[src/rtl/bin2bcd_pkg.sv]
// Shared types and constants for the binary-to-BCD converter.
// Latency: n/a (declarations only).
// Backpressure: n/a.
package bin2bcd_pkg;

  // Controller states: wait for start, shift-subtract one digit, latch digit
  typedef enum logic [1:0] {
    IDLE   = 2'd0,
    DIVIDE = 2'd1,
    STORE  = 2'd2
  } state_t;

  // Each pass divides the running quotient by this
  localparam int DIVISOR = 10;

  // Bits per packed BCD digit
  localparam int BCD_W = 4;

endpackage

[src/rtl/bcd_div10_step.sv]
// One restoring divide-by-ten step: shift a bit into the remainder, subtract 10 if it fits.
// Latency: purely combinational.
// Backpressure: none; the caller decides when to register the result.
module bcd_div10_step
  import bin2bcd_pkg::*;
(
  input  logic [BCD_W-1:0] rem_in,
  input  logic             bit_in,
  output logic [BCD_W-1:0] rem_out,
  output logic             q_bit
);

  logic [BCD_W:0] trial;
  logic [BCD_W:0] diff;

  // Remainder stays <= 9, so the 5-bit trial is < 20 and one subtraction suffices
  always_comb begin
    trial   = {rem_in, bit_in};
    diff    = trial - (BCD_W+1)'(DIVISOR);
    q_bit   = (trial >= (BCD_W+1)'(DIVISOR));
    rem_out = q_bit ? diff[BCD_W-1:0] : trial[BCD_W-1:0];
  end

endmodule

[src/rtl/bin2bcd_converter.sv]
// Converts a BIN_WIDTH-bit unsigned value to DIGITS packed BCD digits by serial division by ten.
// Latency: done pulses in the cycle after edge DIGITS*(BIN_WIDTH+1), counting the accept edge as 0.
// Backpressure: start is only sampled in IDLE; start while busy is dropped. Optional macro: BIN2BCD_BLANK_EN.
module bin2bcd_converter
  import bin2bcd_pkg::*;
#(
  parameter int DIGITS    = 4,
  parameter int BIN_WIDTH = 14
) (
  input  logic                      clk,
  input  logic                      rst,
  input  logic                      start,
  input  logic [BIN_WIDTH-1:0]      value,
  output logic                      busy,
  output logic                      done,
  output logic [BCD_W*DIGITS-1:0]   bcd,
  output logic                      overflow,
  output logic [DIGITS-1:0]         blank
);

  localparam int CNT_W = $clog2(BIN_WIDTH + 1);
  localparam int IDX_W = (DIGITS > 1) ? $clog2(DIGITS) : 1;

  state_t                    state;
  logic [BIN_WIDTH-1:0]      q;
  logic [BCD_W-1:0]          r;
  logic [CNT_W-1:0]          cnt;
  logic [IDX_W-1:0]          idx;
  logic [BCD_W*DIGITS-1:0]   shadow;

  logic [BCD_W-1:0]          r_nxt;
  logic                      q_bit;
  logic [BCD_W*DIGITS-1:0]   shadow_nxt;
  logic                      ovf_nxt;

  bcd_div10_step u_step (
    .rem_in  (r),
    .bit_in  (q[BIN_WIDTH-1]),
    .rem_out (r_nxt),
    .q_bit   (q_bit)
  );

  // Shadow digits with the current remainder dropped into the slot being stored
  always_comb begin
    shadow_nxt = shadow;
    for (int i = 0; i < DIGITS; i++) begin
      if (idx == IDX_W'(i)) begin
        shadow_nxt[BCD_W*i +: BCD_W] = r;
      end
    end
    // After the last pass q is value / 10^DIGITS; anything left means it did not fit
    ovf_nxt = |q;
  end

`ifdef BIN2BCD_BLANK_EN
  logic [DIGITS-1:0] blank_q;
  logic [DIGITS-1:0] blank_nxt;

  // Blank a digit when it and every more significant digit are zero; units never blank
  always_comb begin
    logic all_zero;
    blank_nxt = '0;
    all_zero  = 1'b1;
    for (int i = DIGITS - 1; i >= 1; i--) begin
      all_zero     = all_zero & (shadow_nxt[BCD_W*i +: BCD_W] == '0);
      blank_nxt[i] = all_zero & ~ovf_nxt;
    end
  end

  assign blank = blank_q;
`else
  assign blank = '0;
`endif

  // Control FSM and datapath registers; results only move on the completion edge
  always_ff @(posedge clk or negedge rst) begin
    if (!rst) begin
      state    <= IDLE;
      q        <= '0;
      r        <= '0;
      cnt      <= '0;
      idx      <= '0;
      shadow   <= '0;
      busy     <= 1'b0;
      done     <= 1'b0;
      bcd      <= '0;
      overflow <= 1'b0;
`ifdef BIN2BCD_BLANK_EN
      blank_q  <= '0;
`endif
    end else begin
      done <= 1'b0;
      case (state)
        IDLE: begin
          if (start) begin
            q     <= value;
            r     <= '0;
            cnt   <= '0;
            idx   <= '0;
            busy  <= 1'b1;
            state <= DIVIDE;
          end
        end
        DIVIDE: begin
          r   <= r_nxt;
          q   <= {q[BIN_WIDTH-2:0], q_bit};
          cnt <= cnt + 1'b1;
          if (cnt == CNT_W'(BIN_WIDTH - 1)) begin
            state <= STORE;
          end
        end
        STORE: begin
          shadow <= shadow_nxt;
          r      <= '0;
          cnt    <= '0;
          if (idx != IDX_W'(DIGITS - 1)) begin
            idx   <= idx + 1'b1;
            state <= DIVIDE;
          end else begin
            bcd      <= shadow_nxt;
            overflow <= ovf_nxt;
`ifdef BIN2BCD_BLANK_EN
            blank_q  <= blank_nxt;
`endif
            done     <= 1'b1;
            busy     <= 1'b0;
            state    <= IDLE;
          end
        end
        default: state <= IDLE;
      endcase
    end
  end

endmodule

[config.mk]
export PLATFORM = sky130hd
export DESIGN_NAME = bin2bcd_converter
export DESIGN_NICKNAME = d
export VERILOG_FILES = /design/src/rtl/bin2bcd_pkg.sv /design/src/rtl/bcd_div10_step.sv /design/src/rtl/bin2bcd_converter.sv
export SDC_FILE = /design/constraint.sdc
export NUM_CORES = 1
export LEC_CHECK = 0
export BUFFER_PORTS_ARGS = -buffer_cell sky130_fd_sc_hd__buf_2
export CAP_MARGIN = 20
export CORE_MARGIN = 5
export CORE_UTILIZATION = 50
export DETAILED_ROUTE_END_ITERATION = 7
export PLACE_DENSITY = 0.74
export SYNTH_ARGS = -nofsm -noshare
export SYNTH_HDL_FRONTEND = slang
export SYNTH_SLANG_ARGS = --single-unit
[constraint.sdc]
create_clock -name clk -period 1.8 [get_ports clk]
set_input_delay 0.09 -clock clk [delete_from_list [all_inputs] [get_ports clk]]
set_output_delay 0.09 -clock clk [all_outputs]
set_load 0.01 [all_outputs]
### Yosys cells after proc, flatten, opt, wreduce, memory -nomap -nowiden

Index checks and enable logic that the tools add are counted.

* add/sub/neg operators: 3
* bitwise logic cells: 1
* equality and inequality tests: 11
* reductions and logical operators: 12
* $lt $le $gt $ge: 1
* mux-type cells: 22

Operators by type and width (number)
* 14-bit one-hot mux with 2 select lines: 1
* 4-bit two-way mux: 6
* 4-bit one-hot mux with 3 select lines: 2
* 14-bit two-way mux: 1
* 14-bit OR reduction: 1
* 2-bit inequality test (second input constant): 5
* 2-bit two-way mux: 4
* 2-bit AND reduction: 4
* 2-bit equality test (second input constant): 3
* 2-bit one-hot mux with 3 select lines: 1
* 3-bit AND reduction: 2
* 5-bit by 4-bit greater-or-equal comparator with 1-bit output (second input constant): 1
* 1-bit two-way mux: 5
* 4-bit by 1-bit adder with 4-bit output (second input constant): 1
* 2-bit by 1-bit equality test with 1-bit output (second input constant): 2
* 4-bit equality test (second input constant): 1
* 2-bit zero test: 2
* 2-bit one-hot mux with 2 select lines: 1
* 2-bit nonzero test: 2
* 4-bit subtractor (second input constant): 1
* 3-bit nonzero test: 1
* 2-bit by 1-bit adder with 2-bit output (second input constant): 1
* 1-bit one-hot mux with 2 select lines: 1
* 1-bit NOT: 1

* output and inout bits: 23
* flip-flop bits (word level): 61
* input port bits: 17
* word-level logic and storage cells: 60

### Depth between registers and ports, before layout

* depth after elaboration: 3
* gate-level depth with buffers: 6
* depth with buffers taken out: 5

### Cells and area by module

From an unflattened synthesis, not the netlist that was laid out.

* cell total of the unflattened synthesis: 250
* area total of the unflattened synthesis: 2795.2 um2

By module, submodules not included
* bin2bcd_converter: instances 1, area each 2675.1 um2, cells each 230, seq. area each 1426.4 um2
* bcd_div10_step: instances 1, area each 120.1 um2, cells each 20, seq. area each 0.0 um2

### Worst setup path after synthesis

OpenSTA, ideal clock, no wires.

* kind: reg-to-reg
* start point: register r[0]
* end point: register r[2]
* cell stages (with the launch flop): 7
* data required time: 1678 ps
* path slack: 65 ps
* data arrival time: 1614 ps
* clock period less this slack: 1735 ps
* buffers on the path: 1
* setup time: 122 ps
* cell sequence: dfrtp_1 -> clkbuf_1 -> inv_1 -> ha_1 -> nor2b_1 -> or4_1 -> a32o_1

* word-level cells in the longest chain between the ends: 3
* elaborated cells between the ends (all ways): 4
* classes of those cells: 1 x add/sub; 1 x order compare; 2 x mux

RTL lines
* start, declared: line bin2bcd_converter.sv:26 `logic [BCD_W-1:0] r;`
* start signal, assigned: line bin2bcd_converter.sv:105 `r <= r_nxt;`
* 4-bit subtractor / 5-bit by 4-bit greater-or-equal comparator with 1-bit output (equally long branches): line bcd_div10_step.sv:19, bcd_div10_step.sv:20
* 4-bit two-way mux *: line bcd_div10_step.sv:21 `rem_out = q_bit ? diff[BCD_W-1:0] : trial[BCD_W-1:0];`
* 4-bit one-hot mux with 3 select lines *: line bin2bcd_converter.sv:93 `case (state)`

Mark *: on every way between the ends. The rest lies on a longest branch, timed or not.
A chain may end at the register's enable or synchronous reset.

### Worst setup path in the final report

Ends and elaborated chain as after synthesis.

==> impl_metrics.prom <==
# TYPE chip_impl_metric gauge
chip_impl_info{name="outcome",value="complete, no violations"} 1
chip_impl_metric{name="ff_latch_area",unit="mm^2"} 0.001426
chip_impl_metric{name="synthesis.area",unit="mm^2"} 0.002770
chip_impl_metric{name="final-setup-viol-count",unit=""} 0
chip_impl_metric{name="report.final.slew_viol_count",unit=""} 0
chip_impl_metric{name="multi_input_area",unit="mm^2"} 0.001207
chip_impl_metric{name="port-buffer-count",unit=""} 35
chip_impl_metric{name="nets",unit=""} 332
chip_impl_info{name="cpMaxStageDelayCell",value="sky130_fd_sc_hd__or4_1"} 1
chip_impl_metric{name="final.fill_count",unit=""} 457
chip_impl_metric{name="synthesis.area_per_instance",unit="um^2"} 10.53
chip_impl_info{name="classification_of_the_worst_setup_path",value="reg -> reg"} 1
chip_impl_metric{name="first_iter_violations",unit=""} 106
chip_impl_metric{name="syn2layout_area_growth",unit="%"} 19.47
chip_impl_metric{name="vdd_ir_drop_max",unit="mV"} 0.4596
chip_impl_metric{name="totalPowerFinal",unit="mW"} 2.623
chip_impl_metric{name="tritoncts_num_sinks",unit=""} 57
chip_impl_metric{name="critical_path_buf_inv_count",unit=""} 1
chip_impl_metric{name="timing_hold_violations_final",unit=""} 0
chip_impl_metric{name="grt_antenna_before_repair",unit=""} 0
chip_impl_metric{name="detail_route.wl_per_cell",unit="um"} 14.35
chip_impl_metric{name="global_route_wire_length_before_repair",unit="mm"} 9.459
chip_impl_info{name="path_cells",value="inv_1, ha_1, nor2b_1, or4_1, a32o_1"} 1
chip_impl_metric{name="wirelength",unit="mm"} 5.523
chip_impl_metric{name="finalWeightedCongestion",unit=""} 0.8128
chip_impl_info{name="endpoint_kind",value="flop"} 1
chip_impl_metric{name="antennaDiodeCount",unit=""} 0
chip_impl_metric{name="post_route_cells_drive_above_1_share",unit="%"} 22.68
chip_impl_metric{name="yosysSeqAreaShare",unit="%"} 51.49
chip_impl_info{name="cts_tree",value="done"} 1
chip_impl_metric{name="std_cell_rows",unit=""} 27
chip_impl_metric{name="viasPerCell",unit=""} 5.304
chip_impl_info{name="ys_dominant_reg_cell",value="sky130_fd_sc_hd__dfrtp_1"} 1
chip_impl_metric{name="critical_path_arrival",unit="ns"} 1.89
chip_impl_info{name="hp-class",value="in -> reg"} 1
chip_impl_metric{name="worst_ep_required_time",unit="ns"} 2.02
chip_impl_metric{name="synth_cell_types",unit=""} 41
chip_impl_metric{name="reg2reg_setup_slack",unit="ns"} 0.13
chip_impl_metric{name="design.die.area",unit="mm^2"} 0.007129
chip_impl_metric{name="clkTransAtPathRegs",unit="ns"} 0.07
chip_impl_metric{name="number_of_global_route_vias_before_repair",unit=""} 2020
chip_impl_metric{name="route.vias.total",unit=""} 2042
chip_impl_metric{name="cts_resized",unit=""} 0
chip_impl_metric{name="timing.final.crit_share",unit="%"} 92.73
chip_impl_metric{name="first_pass_iters",unit=""} 4
chip_impl_metric{name="grt_start_max_net_pins",unit=""} 58
chip_impl_metric{name="drc",unit=""} 0
chip_impl_info{name="timing.critical_path.from_type",value="flop"} 1
chip_impl_metric{name="async_flop_share",unit="%"} 100.0
chip_impl_metric{name="h-tree-depth",unit=""} 3
chip_impl_metric{name="max_cap_viol_count",unit=""} 0
chip_impl_metric{name="final.hold.worst_slack",unit="ns"} 0.02653
chip_impl_metric{name="starting_density",unit="%"} 50.93
chip_impl_metric{name="grt-ovfl-total",unit=""} 0
chip_impl_metric{name="grt_usage",unit="%"} 16.62
chip_impl_info{name="grt_setup_unrepaired",value="no"} 1
chip_impl_metric{name="ioPinCount",unit=""} 40
chip_impl_metric{name="netlist_instances",unit=""} 263
chip_impl_info{name="root_buffer",value="sky130_fd_sc_hd__clkbuf_8"} 1
chip_impl_metric{name="die_width",unit="um"} 84.44
chip_impl_metric{name="clk-insertion-delay-late",unit="ns"} 0.33
chip_impl_metric{name="drt.antenna.violating_nets",unit=""} 0
chip_impl_metric{name="setup_total_negative_slack",unit="ns"} 0
chip_impl_metric{name="synth_seq_cells",unit=""} 57
chip_impl_metric{name="die_h",unit="um"} 84.44
chip_impl_metric{name="post-dp-hpwl",unit="mm"} 3.781
chip_impl_info{name="worst_path_dominant_cell_family",value="simple AND/OR/NAND/NOR gates"} 1
chip_impl_metric{name="worstPathMaxFanout",unit=""} 5
chip_impl_metric{name="synth.yosys.warnings",unit=""} 0
chip_impl_metric{name="leakagePower",unit="nW"} 1.575
chip_impl_metric{name="powerDensity",unit="mW/mm^2"} 792.6
chip_impl_metric{name="worst_clock_skew",unit="ns"} 0.005261
chip_impl_metric{name="number_of_enable_flip_flop_cells_after_synthesis",unit=""} 0
chip_impl_metric{name="cts_max_path_buffers",unit=""} 2
chip_impl_metric{name="core",unit="mm^2"} 0.005439
chip_impl_metric{name="slowest_delay",unit="ns"} 0.47
chip_impl_metric{name="max_clock_freq",unit="GHz"} 0.5991
chip_impl_metric{name="clock_buffers_created_by_tritoncts",unit=""} 9
chip_impl_metric{name="layout_min_cycle_time",unit="ns"} 1.669
-- synth_stat cells (2+ instances only) --
cell / instances / area, um^2
sky130_fd_sc_hd__inv_1: 7 / 26.28
sky130_fd_sc_hd__o31ai_1: 2 / 15.01
sky130_fd_sc_hd__buf_4: 4 / 30.03
sky130_fd_sc_hd__a22o_1: 5 / 43.79
sky130_fd_sc_hd__and2_1: 2 / 12.51
sky130_fd_sc_hd__a32o_1: 2 / 20.02
sky130_fd_sc_hd__clkbuf_1: 9 / 33.78
sky130_fd_sc_hd__nor2b_1: 17 / 106.4
sky130_fd_sc_hd__dfrtp_1: 57 / 1426
sky130_fd_sc_hd__buf_2: 10 / 50.05
sky130_fd_sc_hd__o21ai_0: 3 / 15.01
sky130_fd_sc_hd__o2bb2ai_1: 2 / 17.52
sky130_fd_sc_hd__a21oi_1: 17 / 85.08
sky130_fd_sc_hd__a22oi_1: 13 / 97.59
sky130_fd_sc_hd__ha_1: 7 / 87.58
sky130_fd_sc_hd__mux2_1: 15 / 168.9
sky130_fd_sc_hd__mux2i_1: 13 / 130.1
sky130_fd_sc_hd__nand2_1: 20 / 75.07
sky130_fd_sc_hd__o21ai_1: 31 / 155.2
sky130_fd_sc_hd__nor4_1: 4 / 25.02
sky130_fd_sc_hd__nor2_1: 3 / 11.26
-- kinds of logic (layout without fill, tap and decap cells) --
kind of cell               count (synthesis)  after routing  share of synthesized area [%]
muxes                                     28             28                          10.79
and+or+nand+nor                           56             56                          10.84
other                                      1              4                         0.1354
adders and majority gates                  7              7                          3.162
buffers and inverters                     32             79                          5.330
AOI/OAI and AO/OA                         80             80                          17.62
xor gates and xnor gates                   2              2                         0.6325
DFF                                       57             57                          51.49
-- per-layer routing --
| metal | GRT usage [%] | wire, um | up-vias |
|---|---|---|---|
| li1 | - | - | 1015 |
| met2 | 24.89 | 2515 | 52 |
| met1 | 22.30 | 2608 | 963 |
| met5 | 0 | 0 | - |
| met3 | 4.416 | 263 | 12 |
| met4 | 8.345 | 135 | 0 |
-- final timing paths --
check | cells after the start | to | from
worst max-delay path | 5 | r[2] | r[0]
worst min register to register | 2 | bcd[10] | bcd[10]
max in group asynchronous | 3 | q[6] | rst
min in group asynchronous | 3 | shadow[7] | rst
worst max register to register | 5 | r[2] | r[0]
worst min-delay path | 3 | q[9] | value[9]
-- through the flow --
step                      setup slack, ns  instances  utilization (%)  area [um^2]
after floorplan                   0.06457        266                -         2781
after global placement             0.2134        368            56.71         3084
after detailed placement           0.1631        368            56.71         3084
after CTS                          0.1468        385            60.85         3309
after global routing              0.04761        385            60.85         3309
final                              0.1309        385            60.85         3309
-- registers in the layout (all words and copies together), names as in the netlist --
register,cells
shadow,12
q,14
r,4
done,1
cnt,4
overflow,1
state,2
busy,1
idx,2
bcd,16
-- worst register-to-register path, stage by stage (launching register included) --
cell and delay [ns]:
sky130_fd_sc_hd__dfrtp_1 0.38, sky130_fd_sc_hd__inv_1 0.09, sky130_fd_sc_hd__ha_1 0.25, sky130_fd_sc_hd__nor2b_1 0.12
sky130_fd_sc_hd__or4_1 0.47, sky130_fd_sc_hd__a32o_1 0.25
-- power breakdown --
part           switching (mW)  leakage [nW]  internal (mW)
combinational          0.0498         0.748         0.0284
sequential                  0         0.722           1.28
clock                   0.514         0.105          0.750
total                   0.564          1.57           2.06
-- cell usage in the layout (no fill, tap or decap), types with 2 or more instances in the layout --
| master | count |
|---|---|
| sky130_fd_sc_hd__a21oi_1 | 17 |
| sky130_fd_sc_hd__o21ai_0 | 3 |
| sky130_fd_sc_hd__nor2_1 | 3 |
| sky130_fd_sc_hd__and2_1 | 2 |
| sky130_fd_sc_hd__o21ai_1 | 31 |
| sky130_fd_sc_hd__conb_1 | 4 |
| sky130_fd_sc_hd__a22oi_1 | 13 |
| sky130_fd_sc_hd__nor2b_1 | 17 |
| sky130_fd_sc_hd__mux2i_1 | 13 |
| sky130_fd_sc_hd__buf_2 | 35 |
| sky130_fd_sc_hd__o31ai_1 | 2 |
| sky130_fd_sc_hd__inv_1 | 7 |
| sky130_fd_sc_hd__clkbuf_8 | 12 |
| sky130_fd_sc_hd__clkinvlp_4 | 2 |
| sky130_fd_sc_hd__nor4_1 | 4 |
| sky130_fd_sc_hd__a22o_1 | 5 |
| sky130_fd_sc_hd__ha_1 | 7 |
| sky130_fd_sc_hd__dfrtp_1 | 57 |
| sky130_fd_sc_hd__nand2_1 | 20 |
| sky130_fd_sc_hd__a32o_1 | 2 |
| sky130_fd_sc_hd__buf_4 | 18 |
| sky130_fd_sc_hd__o2bb2ai_1 | 2 |
| sky130_fd_sc_hd__mux2_1 | 15 |
-- repair_timing --
item | 4_1_cts | 5_1_grt
hold buffers | 1 | 0
endpoints found under the hold margin | 57 | 0
buffers inserted | 0 | 0
setup endpoints to repair | 0 | 0
-- cell type report --
class                           instances  area share (%)
Tap cell                               72           2.722
Multi-Input combinational cell        177           36.48
Timing Repair Buffer                   55           10.28
Inverter                                8          0.9074
Sequential cell                        57           43.10
Clock inverter                          4           1.512
Clock buffer                           12           4.991
Power figures use the tool's default switching activity.
